File: src/rtl/hello_pkg.sv
// Shared definitions for the HELLO rotation display: controller states,
// rotation-select limits, letter codes and the rotation step function.
package hello_pkg;

    localparam int SEL_W = 3;
    localparam logic [SEL_W-1:0] SEL_MAX = 3'd4;

    // Letter codes used by the display decoder; the controller rotates over them.
    localparam logic [SEL_W-1:0] H     = 3'd0;
    localparam logic [SEL_W-1:0] E     = 3'd1;
    localparam logic [SEL_W-1:0] L     = 3'd2;
    localparam logic [SEL_W-1:0] O     = 3'd3;
    localparam logic [SEL_W-1:0] BLANK = 3'd4;

    typedef enum logic [1:0] {
        IDLE  = 2'd0,
        RUN   = 2'd1,
        PAUSE = 2'd2
    } state_e;

    // One rotation step in either direction; an out-of-range input recovers to 0.
    function automatic logic [SEL_W-1:0] sel_advance(input logic [SEL_W-1:0] sel,
                                                     input logic             rev);
        logic [SEL_W-1:0] nxt;
        if (sel > SEL_MAX) begin
            nxt = '0;
        end else if (rev) begin
            nxt = (sel == '0) ? SEL_MAX : sel - 3'd1;
        end else begin
            nxt = (sel == SEL_MAX) ? '0 : sel + 3'd1;
        end
        return nxt;
    endfunction

    // True when the step from sel in the given direction crosses the 4/0 seam.
    function automatic logic sel_wraps(input logic [SEL_W-1:0] sel,
                                       input logic             rev);
        return rev ? (sel == '0) : (sel == SEL_MAX);
    endfunction

endpackage

File: src/rtl/hello_scroll_ctrl_tick_prescaler.sv
// Scroll-rate prescaler: counts 0..TICK_DIV-1 while enabled and flags the
// terminal count; the count restarts on the same edge the tick is consumed.
module tick_prescaler #(
    parameter int TICK_DIV = 12_500_000,
    parameter int CNT_W    = 24
) (
    input  logic clk_i,
    input  logic rst_n_i,
    input  logic en_i,
    input  logic clr_i,
    output logic tick_o
);

    logic [CNT_W-1:0] cnt_q;
    logic [CNT_W-1:0] cnt_d;

    assign tick_o = en_i && (cnt_q == CNT_W'(TICK_DIV - 1));

    // Next count: clear has priority, otherwise count and wrap at the tick.
    always_comb begin
        cnt_d = cnt_q;
        if (clr_i) begin
            cnt_d = '0;
        end else if (en_i) begin
            cnt_d = tick_o ? '0 : cnt_q + 1'b1;
        end
    end

    // Counter register.
    always_ff @(posedge clk_i or negedge rst_n_i) begin
        if (!rst_n_i) begin
            cnt_q <= '0;
        end else begin
            cnt_q <= cnt_d;
        end
    end

endmodule

File: src/rtl/hello_scroll_ctrl.sv
// HELLO rotation sequencer: synchronizes the board controls, runs the
// IDLE/RUN/PAUSE state machine and owns the rotation select register.
module hello_scroll_ctrl
    import hello_pkg::*;
#(
    parameter int TICK_DIV = 12_500_000,
    parameter int CNT_W    = 24
) (
    input  logic             clk_i,
    input  logic             rst_n_i,
    input  logic             run_i,
    input  logic             dir_i,
    input  logic             step_i,
    input  logic             load_i,
    input  logic [SEL_W-1:0] load_val_i,
    output logic [SEL_W-1:0] sel_o,
    output logic             step_tick_o,
    output logic             wrap_o,
    output logic             running_o
);

    logic             run_s1_q, run_s2_q;
    logic             dir_s1_q, dir_s2_q;
    logic             step_s1_q, step_s2_q, step_s3_q;
    logic             step_edge_q;
    state_e           state_q, state_d;
    logic [SEL_W-1:0] sel_q, sel_d;
    logic             step_tick_q, step_tick_d;
    logic             wrap_q, wrap_d;
    logic             running_q, running_d;
    logic             advance;
    logic             tick;

    // Two-flop synchronizers for the asynchronous levels; a third STEP flop
    // and a registered edge flag give one pulse per STEP rising edge.
    always_ff @(posedge clk_i or negedge rst_n_i) begin
        if (!rst_n_i) begin
            run_s1_q    <= 1'b0;
            run_s2_q    <= 1'b0;
            dir_s1_q    <= 1'b0;
            dir_s2_q    <= 1'b0;
            step_s1_q   <= 1'b0;
            step_s2_q   <= 1'b0;
            step_s3_q   <= 1'b0;
            step_edge_q <= 1'b0;
        end else begin
            run_s1_q    <= run_i;
            run_s2_q    <= run_s1_q;
            dir_s1_q    <= dir_i;
            dir_s2_q    <= dir_s1_q;
            step_s1_q   <= step_i;
            step_s2_q   <= step_s1_q;
            step_s3_q   <= step_s2_q;
            step_edge_q <= step_s2_q & ~step_s3_q;
        end
    end

    // The prescaler only runs in RUN; LOAD restarts the scroll period.
    tick_prescaler #(
        .TICK_DIV (TICK_DIV),
        .CNT_W    (CNT_W)
    ) u_prescaler (
        .clk_i   (clk_i),
        .rst_n_i (rst_n_i),
        .en_i    (state_q == RUN),
        .clr_i   (load_i || (state_q != RUN)),
        .tick_o  (tick)
    );

    // Next state, advance decision and registered-output next values.
    // A tick on the edge that leaves RUN is still honoured because it is
    // derived from the current state, not the next one.
    always_comb begin
        state_d = state_q;
        advance = 1'b0;
        case (state_q)
            IDLE: begin
                if (run_s2_q) begin
                    state_d = RUN;
                end else if (step_edge_q) begin
                    state_d = PAUSE;
                    advance = 1'b1;
                end
            end
            RUN: begin
                advance = tick;
                if (!run_s2_q) begin
                    state_d = PAUSE;
                end
            end
            PAUSE: begin
                advance = step_edge_q;
                if (run_s2_q) begin
                    state_d = RUN;
                end
            end
            default: state_d = IDLE;
        endcase

        // LOAD wins: it freezes the state and swallows any coincident advance.
        if (load_i) begin
            state_d = state_q;
            advance = 1'b0;
        end

        if (load_i) begin
            sel_d = (load_val_i <= SEL_MAX) ? load_val_i : '0;
        end else if (advance) begin
            sel_d = sel_advance(sel_q, dir_s2_q);
        end else begin
            sel_d = (sel_q > SEL_MAX) ? '0 : sel_q;
        end

        step_tick_d = advance;
        wrap_d      = advance && sel_wraps(sel_q, dir_s2_q);
        running_d   = (state_d == RUN);
    end

    // State, rotation select and pulse outputs.
    always_ff @(posedge clk_i or negedge rst_n_i) begin
        if (!rst_n_i) begin
            state_q     <= IDLE;
            sel_q       <= '0;
            step_tick_q <= 1'b0;
            wrap_q      <= 1'b0;
            running_q   <= 1'b0;
        end else begin
            state_q     <= state_d;
            sel_q       <= sel_d;
            step_tick_q <= step_tick_d;
            wrap_q      <= wrap_d;
            running_q   <= running_d;
        end
    end

    assign sel_o       = sel_q;
    assign step_tick_o = step_tick_q;
    assign wrap_o      = wrap_q;
    assign running_o   = running_q;

endmodule
File: config.mk
export PLATFORM = sky130hd
export DESIGN_NAME = hello_scroll_ctrl
export DESIGN_NICKNAME = d
export VERILOG_FILES = /design/src/rtl/hello_pkg.sv /design/src/rtl/hello_scroll_ctrl_tick_prescaler.sv /design/src/rtl/hello_scroll_ctrl.sv
export SDC_FILE = /design/constraint.sdc
export NUM_CORES = 1
export LEC_CHECK = 0
export BUFFER_PORTS_ARGS = -buffer_cell sky130_fd_sc_hd__buf_2
export CAP_MARGIN = 20
export CORE_MARGIN = 3
export CORE_UTILIZATION = 33
export CTS_BUF_LIST = sky130_fd_sc_hd__clkbuf_4 sky130_fd_sc_hd__clkbuf_8
export DETAILED_ROUTE_END_ITERATION = 8
export SETUP_SLACK_MARGIN = 0.5
export SKIP_CTS_REPAIR_TIMING = 1
export SYNTH_ARGS = -nofsm -noshare
export SYNTH_HDL_FRONTEND = slang
export SYNTH_SLANG_ARGS = --single-unit
export TNS_END_PERCENT = 20
File: constraint.sdc
create_clock -name clk_i -period 1.8 [get_ports clk_i]
set_input_delay 0.36 -clock clk_i [delete_from_list [all_inputs] [get_ports clk_i]]
set_output_delay 0.36 -clock clk_i [all_outputs]
set_load 0.05 [all_outputs]
==> results of run 1 <==
==> power breakdown <==
group	internal, mW	switching (mW)	total, mW
combinational	0.115	0.167	0.282
sequential	0.930	0.0284	0.959
clock	0.418	0.324	0.741
total	1.46	0.519	1.98
==> final cells by class <==
type	count	share of cell area
Clock buffer	5	0.02671
Multi-Input combinational cell	131	0.4119
Tap cell	72	0.03497
Clock inverter	3	0.01797
Sequential cell	40	0.3929
Timing Repair Buffer	36	0.1039
Inverter	8	0.01166
==> path summary, 6_finish.rpt <==
path | cells after the start | to | start
setup reg to reg | 5 | sel_o[0]$_DFFE_PN0P_ | u_prescaler.cnt_q[23]$_DFFE_PN0P_
hold / removal | 1 | u_prescaler.cnt_q[10]$_DFFE_PN0P_ | rst_n_i
min in group clk_i | 1 | run_s1_q$_DFF_PN0_ | run_i
setup / recovery | 5 | sel_o[0]$_DFFE_PN0P_ | u_prescaler.cnt_q[23]$_DFFE_PN0P_
max in group asynchronous | 2 | u_prescaler.cnt_q[9]$_DFFE_PN0P_ | rst_n_i
hold reg to reg | 0 | step_s2_q$_DFF_PN0_ | step_s1_q$_DFF_PN0_
==> worst max-delay path: stages, from the launching register on <==
cell and delay, ns:
dfrtp_1 0.41, and4bb_2 0.24, and3_4 0.19, a31oi_4 0.23, mux2_4 0.33, o31ai_4 0.15
==> layer usage <==
layer	up-vias	GRT usage	share of wire
li1	708	-	-
met1	675	0.1668	0.50
met2	19	0.1742	0.45
met3	5	0.03075	0.038
met4	0	0.04012	0.013
met5	-	0	0
==> synth_stat cells, drive strengths merged (4+ instances only) <==
cell type,n
nand4,8
xnor2,9
nand2,11
nand3,13
inv,8
ha,6
nor3,4
and3,7
dfrtp,40
nor2,33
xor2,14
nor4,4
==> kinds of logic (layout without fill, tap and decap cells) <==
| kind of cell | after synthesis | count (layout) | share of synthesized area |
|---|---|---|---|
| compound gates | 10 | 10 | 0.05080 |
| xor+xnor | 23 | 23 | 0.1022 |
| fa+ha+maj | 6 | 6 | 0.03809 |
| buf+inv | 11 | 52 | 0.02413 |
| flops | 40 | 40 | 0.5079 |
| mux | 3 | 3 | 0.01778 |
| simple gates | 89 | 89 | 0.2590 |
==> cells in the final DEF, fill, tap and decap left out, types with 3 or more instances in the layout <==
cell type  synthesis  final
inv_1              8      6
clkbuf_8           0      5
xor2_1            14     14
ha_4               0      5
nor2_1            32     30
nand2_1           11     10
buf_4              1     19
nor3_1             4      3
nor4_4             0      3
dfrtp_1           40     31
dfrtp_2            0      9
nand4_1            6      6
xnor2_1            9      9
and3_1             4      4
buf_2              2     14
nand3_1           13     11
==> through the flow <==
| step | utilization | area (µm²) |
|---|---|---|
| after CTS | 0.4289 | 2420 |
| after floorplan | - | 2066 |
| after global placement | 0.4085 | 2305 |
| after global routing | 0.4566 | 2576 |
| after detailed placement | 0.4085 | 2305 |
| final | 0.4566 | 2576 |
==> flip-flops by register name, summed over array words and instances (netlist names) <==
name	count
step_edge_q	1
step_s1_q	1
sel_o	3
dir_s1_q	1
u_prescaler.cnt_q	24
step_s2_q	1
run_s2_q	1
wrap_o	1
run_s1_q	1
state_q	2
step_tick_o	1
dir_s2_q	1
running_o	1
step_s3_q	1
==> results.rst, run 1 <==
.. list-table::
   :header-rows: 1

   * - Metric
     - Value
   * - Result of the run
     - completed
   * - Total wire length after detailed routing
     - 3832 µm
   * - Static Leak
     - 1.147 nW
   * - Fraction of synthesized cell area taken by the top area cell type
     - 0.5079
   * - Sequential Area
     - between 1000 and 1500 µm²
   * - Root cell of the clock tree
     - clkbuf_8
   * - Worst path arrival time
     - around 1.8 ns
   * - Overall power after layout
     - a little under 2 mW
   * - Number of hold-slack violations in the final timing report
     - 0
   * - CTS tree
     - built
   * - Headroom to the max-slew limit
     - 0.7072
   * - Post-Syn Area per Cell
     - between 10 and 15 µm²
   * - Chip Width
     - 83.28 µm
   * - Clock transition at the register clock pins on the worst setup and hold paths after CTS
     - roughly 0.080 ns
   * - Die Outline Area
     - about 6900 µm²
   * - I/O pins
     - 15
   * - Setup_tns
     - 0 ns
   * - H-tree depth reported by CTS
     - 2
   * - Critical path class
     - flop to flop
   * - Share of synthesized flip-flops with an asynchronous set or reset
     - 1.000
   * - Total nets after synthesis
     - 197
   * - Min Hold Slack
     - about 0.0047 ns
   * - RSZ-0062 raised after global routing
     - yes
   * - Footprint of the multi-input gates
     - around 1100 µm²
   * - Library cells used by synthesis
     - 39
   * - Wire length of the first global-routing pass
     - between 6000 and 7000 µm
   * - Final clock skew
     - slightly below 0.009 ns
   * - Flip-flop and latch count after synthesis
     - 40
   * - Final Net Count
     - 237
   * - Vias/cell
     - 4.769
   * - Critical path data required time
     - about 2 ns
   * - Type of the most critical hold path
     - input pin to asynchronous set/reset pin
   * - Count of input and output buffers
     - 14
   * - Filler cells
     - 529
   * - Count of non-filler cells in the finished layout
     - 295
   * - Gpl congestion
     - approximately 0.79
   * - Area of the core region
     - between 5000 and 6000 µm²
   * - Clock buffer depth
     - 2
   * - EDFF count, synth
     - 0
   * - Number of DRC violations after detailed routing
     - 0
   * - Netlist area before placement
     - approximately 2000 µm²
   * - Via total after detailed routing
     - 1407
   * - Finish-stage setup viols
     - 0
   * - Site Rows
     - 27
   * - CTS Buf Count
     - 5
   * - Total instance count after detailed placement
     - 277
   * - Overall overflow remaining after global route
     - 0
   * - Effective utilization at floorplan
     - 0.3493
   * - Worst-path maximum fanout
     - 5
   * - Count of clock tree sinks
     - 40
   * - Ant. Diodes
     - 0
   * - Type of element launching the critical path
     - flop
   * - Vertical extent of the die
     - about 83 µm
   * - Area growth from synthesis to final layout
     - 30.73%
   * - Slew at the pin with the worst max-slew slack
     - ~0.44 ns
   * - Top FF cell, synth
     - dfrtp_1
   * - Warnings, synthesis
     - 0
   * - Final Max Tran Viols
     - 0
   * - Pin count of the biggest net entering global routing
     - 24
   * - Max capacitance violation total
     - 0
   * - HPWL after detailed placement
     - roughly 2700 µm
   * - Final routed wire length divided by cell count
     - between 10 and 15 µm
   * - Post-route fraction of the period consumed by the critical path
     - 0.9086
   * - Worst path setup slack after routing
     - 0.1645 ns
   * - Number of antenna violations at the first check in global routing
     - 0
   * - Starting DRT DRC Count
     - 54
   * - Source-to-sink clock delay at the later pin of the worst-skew pair
     - just under 0.3 ns
   * - Share of the yosys chip area belonging to registers
     - 0.5079
   * - ANT nets after route
     - 0
   * - Post-Synthesis Cells
     - 182
   * - Drt first pass iters
     - 4
   * - Global-route usage over all layers
     - 0.1179
   * - Pwr per Cell Area
     - between 700 and 800 nW/µm²
   * - Capturing element type of the critical path
     - flop
   * - VDD IR-drop max
     - slightly below 0.5 mV
   * - Fmax
     - 0.6114 GHz
   * - Largest area contributor in the netlist
     - dfrtp_1
   * - Vias in the first global route
     - between 1000 and 1500
   * - Share of cells above drive strength 1
     - 0.3677
   * - Main area contributors after synthesis
     - dfrtp_1, xor2_1, nor2_1
   * - R2r setup slk
     - 0.16 ns
   * - Shortest clock period the worst path allows after layout
     - 1.636 ns
   * - Post-placement worst setup slack
     - roughly 0.079 ns
(Power assumes the default switching activity.)
==> run 2, diff against run 1 <==
--- a/config.mk
+++ b/config.mk
@@ -11,8 +11,8 @@
 export CORE_UTILIZATION = 33
 export CTS_BUF_LIST = sky130_fd_sc_hd__clkbuf_4 sky130_fd_sc_hd__clkbuf_8
 export DETAILED_ROUTE_END_ITERATION = 8
+export PLACE_DENSITY = 0.53
 export SETUP_SLACK_MARGIN = 0.5
-export SKIP_CTS_REPAIR_TIMING = 1
 export SYNTH_ARGS = -nofsm -noshare
 export SYNTH_HDL_FRONTEND = slang
 export SYNTH_SLANG_ARGS = --single-unit
==> constraint.sdc (replaced) <==
create_clock -name clk_i -period 2.1 [get_ports clk_i]
set_input_delay 0.42 -clock clk_i [delete_from_list [all_inputs] [get_ports clk_i]]
set_output_delay 0.42 -clock clk_i [all_outputs]
set_load 0.05 [all_outputs]
==> results.rst, run 2 (same netlist as run 1, synthesis figures left out) <==
.. list-table::
   :header-rows: 1

   * - Metric
     - Value
   * - Slew at the pin with the worst max-slew slack
     - between 0.6 and 0.7 ns
   * - Post-route fraction of the period consumed by the critical path
     - 0.8003
   * - Vias in the first global route
     - between 1000 and 1500
   * - Die Outline Area
     - 6935 µm²
   * - Vertical extent of the die
     - ~83 µm
   * - Global-route usage over all layers
     - 0.1224
   * - HPWL after detailed placement
     - around 2600 µm
   * - Worst-path maximum fanout
     - 4
   * - Effective utilization at floorplan
     - 0.3493
   * - Sequential Area
     - 1013 µm²
   * - Final routed wire length divided by cell count
     - between 10 and 15 µm
   * - Type of element launching the critical path
     - flop
   * - Wire length of the first global-routing pass
     - just under 7000 µm
   * - Static Leak
     - 1.135 nW
   * - Critical path class
     - flop to flop
   * - Type of the most critical hold path
     - input pin to asynchronous set/reset pin
   * - Share of cells above drive strength 1
     - 0.3514
   * - Via total after detailed routing
     - roughly 1400
   * - Vias/cell
     - 4.680
   * - Setup_tns
     - 0 ns
   * - Final clock skew
     - approximately 0.0054 ns
   * - Capturing element type of the critical path
     - flop
   * - Number of DRC violations after detailed routing
     - 0
   * - Starting DRT DRC Count
     - 69
   * - Count of hold buffers inserted by post-cts repair
     - 0
   * - Number of hold-slack violations in the final timing report
     - 0
   * - Worst path arrival time
     - 1.89 ns
   * - Count of clock tree sinks
     - 40
   * - Source-to-sink clock delay at the later pin of the worst-skew pair
     - just under 0.3 ns
   * - I/O pins
     - 15
   * - CTS Buf Count
     - 5
   * - Pwr per Cell Area
     - approximately 660 nW/µm²
   * - Commonest cells after routing, fill and taps aside
     - nor2_1, dfrtp_1, buf_4, xor2_1, buf_2
   * - Count of input and output buffers
     - 14
   * - CTS tree
     - built
   * - ANT nets after route
     - 0
   * - Commonest non-fill, non-tap cell in the layout
     - nor2_1
   * - Final Max Tran Viols
     - 0
   * - Most flops, register
     - u_prescaler.cnt_q
   * - Area growth from synthesis to final layout
     - 28.83%
   * - Fmax
     - 0.5950 GHz
   * - Overall overflow remaining after global route
     - 0
   * - Filler cells
     - between 500 and 600
   * - Ant. Diodes
     - 0
   * - Clock buffer depth
     - 2
   * - Flip-flop count of the largest register, all copies and words added
     - 24
   * - Root cell of the clock tree
     - clkbuf_8
   * - VDD IR-drop max
     - 0.4273 mV
   * - H-tree depth reported by CTS
     - 2
   * - Site Rows
     - 27
   * - Cell area after placement
     - ~2200 µm²
   * - Area of the core region
     - roughly 5600 µm²
   * - Total wire length after detailed routing
     - around 4000 µm
   * - Footprint of the multi-input gates
     - around 1000 µm²
   * - Finish-stage setup viols
     - 0
   * - Number of antenna violations at the first check in global routing
     - 0
   * - Shortest clock period the worst path allows after layout
     - between 1.5 and 2 ns
   * - Clock transition at the register clock pins on the worst setup and hold paths after CTS
     - roughly 0.08 ns
   * - Drt first pass iters
     - 4
   * - Headroom to the max-slew limit
     - 0.5837
   * - Pin count of the biggest net entering global routing
     - 29
   * - Final non-filler cell area
     - 2539 µm²
   * - Chip Width
     - around 83 µm
   * - Final Net Count
     - roughly 240
   * - RSZ-0062 raised after global routing
     - yes
   * - Max capacitance violation total
     - 0
   * - Critical path data required time
     - 2.30 ns
   * - Result of the run
     - completed
   * - Gpl congestion
     - around 0.73
[run 2: where the power goes]
part | total (mW) | leakage, nW | switching, mW | internal, mW
Sequential | 0.820 | 0.518 | 0.0233 | 0.797
Combinational | 0.225 | 0.563 | 0.137 | 0.0884
Clock | 0.625 | 0.0541 | 0.273 | 0.352
[run 2: cell type report]
class	count	share of cell area
tap	72	0.03549
clock inverter	3	0.01676
clock buffer	5	0.02711
inverter	8	0.01183
sequential	40	0.3992
multi-input combinational	131	0.4120
timing repair buffer	35	0.09759
[run 2: what timing repair did]
| action | 4_1_cts | 5_1_grt |
|---|---|---|
| setup endpoints to repair | 26 | 26 |
| cloned | 0 | 0 |
| resized for setup | 13 | 9 |
| pin swaps | 9 | 6 |
| setup buffers | 14 | 5 |
[run 2: metal layers]
metal  share of wire  global-route usage
met3           0.033             0.03373
met4           0.013             0.04458
met1            0.48              0.1722
met2            0.48              0.1793
met5               0                   0
[run 2: critical path: stages, from the launching register on]
cell and delay, ns:
dfrtp_2 0.45, nor4_4 0.30, and3_4 0.25, a31oi_4 0.12, mux2_4 0.33, o31ai_4 0.15
[run 2: worst paths after layout]
kind	cells past startpoint	from	slack, ns	end
max	5	u_prescaler.cnt_q[7]$_DFFE_PN0P_	0.42	sel_o[0]$_DFFE_PN0P_
min	1	rst_n_i	0.14	u_prescaler.cnt_q[22]$_DFFE_PN0P_
max reg2reg	5	u_prescaler.cnt_q[7]$_DFFE_PN0P_	0.42	sel_o[0]$_DFFE_PN0P_
min reg2reg	0	run_s1_q$_DFF_PN0_	0.35	run_s2_q$_DFF_PN0_
max in group asynchronous	2	rst_n_i	1.33	u_prescaler.cnt_q[9]$_DFFE_PN0P_
min in group clk_i	1	step_i	0.23	step_s1_q$_DFF_PN0_
[run 2: metrics by stage]
| stage | util | std cells | setup WS [ns] | total power [mW] | hold slack, ns |
|---|---|---|---|---|---|
| 6_report | 0.4500 | 294 | 0.4194 | 1.670 | 0.1351 |
| 5_1_grt | 0.4500 | 294 | 0.3414 | 1.752 | 0.1849 |
| 4_1_cts | 0.4354 | 289 | 0.4537 | 1.689 | 0.1607 |
| 3_5_place_dp | 0.3846 | 267 | 0.2685 | 1.052 | 0.3364 |
| 3_3_place_gp | 0.3846 | 267 | 0.3101 | 1.048 | 0.3316 |
| 2_1_floorplan | - | 182 | 0.4223 | 0.9872 | 0.1244 |
==> run 3, diff against run 2 <==
==> constraint.sdc (replaced) <==
create_clock -name clk_i -period 1.74 [get_ports clk_i]
set_input_delay 0.348 -clock clk_i [delete_from_list [all_inputs] [get_ports clk_i]]
set_output_delay 0.348 -clock clk_i [all_outputs]
set_load 0.05 [all_outputs]
==> results.rst, run 3 (same netlist as run 1, synthesis figures left out) <==
.. list-table::
   :header-rows: 1

   * - Metric
     - Value
   * - Starting DRT DRC Count
     - 36
   * - Root cell of the clock tree
     - clkbuf_8
   * - Area growth from synthesis to final layout
     - 34.16%
   * - Post-route fraction of the period consumed by the critical path
     - 0.9798
   * - Clock transition at the register clock pins on the worst setup and hold paths after CTS
     - about 0.080 ns
   * - Commonest non-fill, non-tap cell in the layout
     - dfrtp_1
   * - Worst-path maximum fanout
     - 4
   * - Overall power after layout
     - 2.061 mW
   * - Ant. Diodes
     - 0
   * - Type of the most critical hold path
     - input pin to flop
   * - Final routed wire length divided by cell count
     - between 10 and 15 µm
   * - Most used routing layer
     - met2
   * - Number of instances on the worst hold path
     - 1
   * - Type of element launching the critical path
     - flop
   * - Site Rows
     - 27
   * - Met2 Usage GRT
     - 0.1815
   * - VDD IR-drop max
     - around 0.29 mV
   * - Via total after detailed routing
     - approximately 1400
   * - Number of DRC violations after detailed routing
     - 0
   * - Commonest cells after routing, fill and taps aside
     - dfrtp_1, nor2_1, buf_4, xor2_1, nand3_1
   * - CTS tree
     - built
   * - ANT nets after route
     - 0
   * - Fmax
     - between 0.5 and 0.6 GHz
   * - Vias/cell
     - ~4.7
   * - Chip Width
     - between 80 and 90 µm
   * - Static Leak
     - 1.196 nW
   * - RSZ-0062 raised after global routing
     - yes
   * - Vertical extent of the die
     - around 83 µm
   * - Sequential Area
     - 1006 µm²
   * - Overall overflow remaining after global route
     - 0
   * - Source-to-sink clock delay at the later pin of the worst-skew pair
     - between 0.2 and 0.3 ns
   * - CTS Buf Count
     - 5
   * - Result of the run
     - completed
   * - Min Hold Slack
     - around 0.16 ns
   * - Final Max Tran Viols
     - 0
   * - Area of the core region
     - 5642 µm²
   * - Number of antenna violations at the first check in global routing
     - 0
   * - Die Outline Area
     - between 6000 and 7000 µm²
   * - Worst path arrival time
     - ~1.9 ns
   * - Count of input and output buffers
     - 14
   * - Clock buffer depth
     - 2
   * - Pwr per Cell Area
     - between 700 and 800 nW/µm²
   * - Cell area after placement
     - roughly 2400 µm²
   * - Critical path class
     - flop to flop
   * - HPWL after detailed placement
     - 2643 µm
   * - Effective utilization at floorplan
     - 0.3493
   * - Number of cells on the worst reg-to-reg path
     - 5
   * - Flip-flop count of the largest register, all copies and words added
     - 24
   * - Number of hold-slack violations in the final timing report
     - 0
   * - Headroom to the max-slew limit
     - 0.7097
   * - Global-route usage over all layers
     - 0.1182
   * - Final non-filler cell area
     - 2644 µm²
   * - Global Route met1 Usage
     - 0.1573
   * - Capturing element type of the critical path
     - flop
   * - Final Net Count
     - 241
   * - I/O pins
     - 15
   * - H-tree depth reported by CTS
     - 2
   * - Count of clock tree sinks
     - 40
   * - Most flops, register
     - u_prescaler.cnt_q
   * - Final clock skew
     - ~0.0070 ns
   * - Filler cells
     - roughly 530
   * - Total wire length after detailed routing
     - about 3800 µm
   * - Wire length of the first global-routing pass
     - roughly 6700 µm
   * - Shortest clock period the worst path allows after layout
     - ~1.7 ns
   * - Met3 routing resource usage after global routing
     - 0.03671
   * - Vias in the first global route
     - approximately 1400
   * - Slew at the pin with the worst max-slew slack
     - 0.4346 ns
   * - Pin count of the biggest net entering global routing
     - 24
   * - Critical path data required time
     - 1.94 ns
   * - Drt first pass iters
     - 4
   * - Gpl congestion
     - ~0.73
   * - Finish-stage setup viols
     - 0
   * - Utilization after layout
     - 0.4686
   * - Share of cells above drive strength 1
     - 0.3480
   * - Footprint of the multi-input gates
     - approximately 1100 µm²
   * - Max capacitance violation total
     - 0
## run 3: changes by cell type in the layout (fill, tap and decap cells not counted), sizes merged
cell	delta
clkinvlp	-1
dlygate4sd3	+1
buf	+4
clkbuf	+1
## run 3: path summary, 6_finish.rpt
kind,startpoint,to,slack [ns]
setup / recovery,u_prescaler.cnt_q[10]$_DFFE_PN0P_,sel_o[0]$_DFFE_PN0P_,0.04
setup reg to reg,u_prescaler.cnt_q[10]$_DFFE_PN0P_,sel_o[0]$_DFFE_PN0P_,0.04
max in group asynchronous,rst_n_i,sel_o[1]$_DFFE_PN0P_,0.72
hold / removal,step_i,step_s1_q$_DFF_PN0_,0.16
min in group asynchronous,rst_n_i,step_s3_q$_DFF_PN0_,0.53
hold reg to reg,dir_s1_q$_DFF_PN0_,dir_s2_q$_DFF_PN0_,0.35
## run 3: worst max-delay path, stage by stage (launching register included)
cell     delay, ns
dfrtp_1       0.41
and3_2        0.23
and3_2        0.25
a31oi_4       0.24
mux2_4        0.33
o31ai_4       0.15
## run 3: cell type report
cell class                 instances  area share
clock buffer                       6     0.02887
clock inverter                     2     0.01325
inverter                           8     0.01136
multi-input combinational        131      0.4004
sequential                        40      0.3805
tap                               72     0.03407
timing repair buffer              40      0.1316
## run 3: timing repair
action	CTS	global route
pin swaps	3	6
cloned	1	0
setup endpoints to repair	32	34
hold buffers	1	0
endpoints found under the hold margin	17	0
gates resized for setup	4	23
setup buffers	0	7
## run 3: metal layers
metal / up-vias / wire [µm]
li1: 710 / -
met1: 684 / 1813
met2: 17 / 1768
met3: 5 / 145
met4: 0 / 52
met5: - / 0
## run 3: per-stage QoR
stage | std cells | setup slack [ns] | setup TNS, ns
final | 299 | 0.03508 | 0
after global routing | 299 | -0.03686 | -0.06483
after CTS | 292 | 0.03428 | 0
after detailed placement | 282 | -0.01237 | -0.01237
after global placement | 282 | 0.04769 | 0
after floorplan | 182 | 0.06230 | 0
## run 3: power by group
part	switching, mW	internal (mW)	leakage, nW
clock	0.314	0.441	0.0586
combinational	0.172	0.139	0.609
sequential	0.0326	0.962	0.528
total	0.519	1.54	1.20
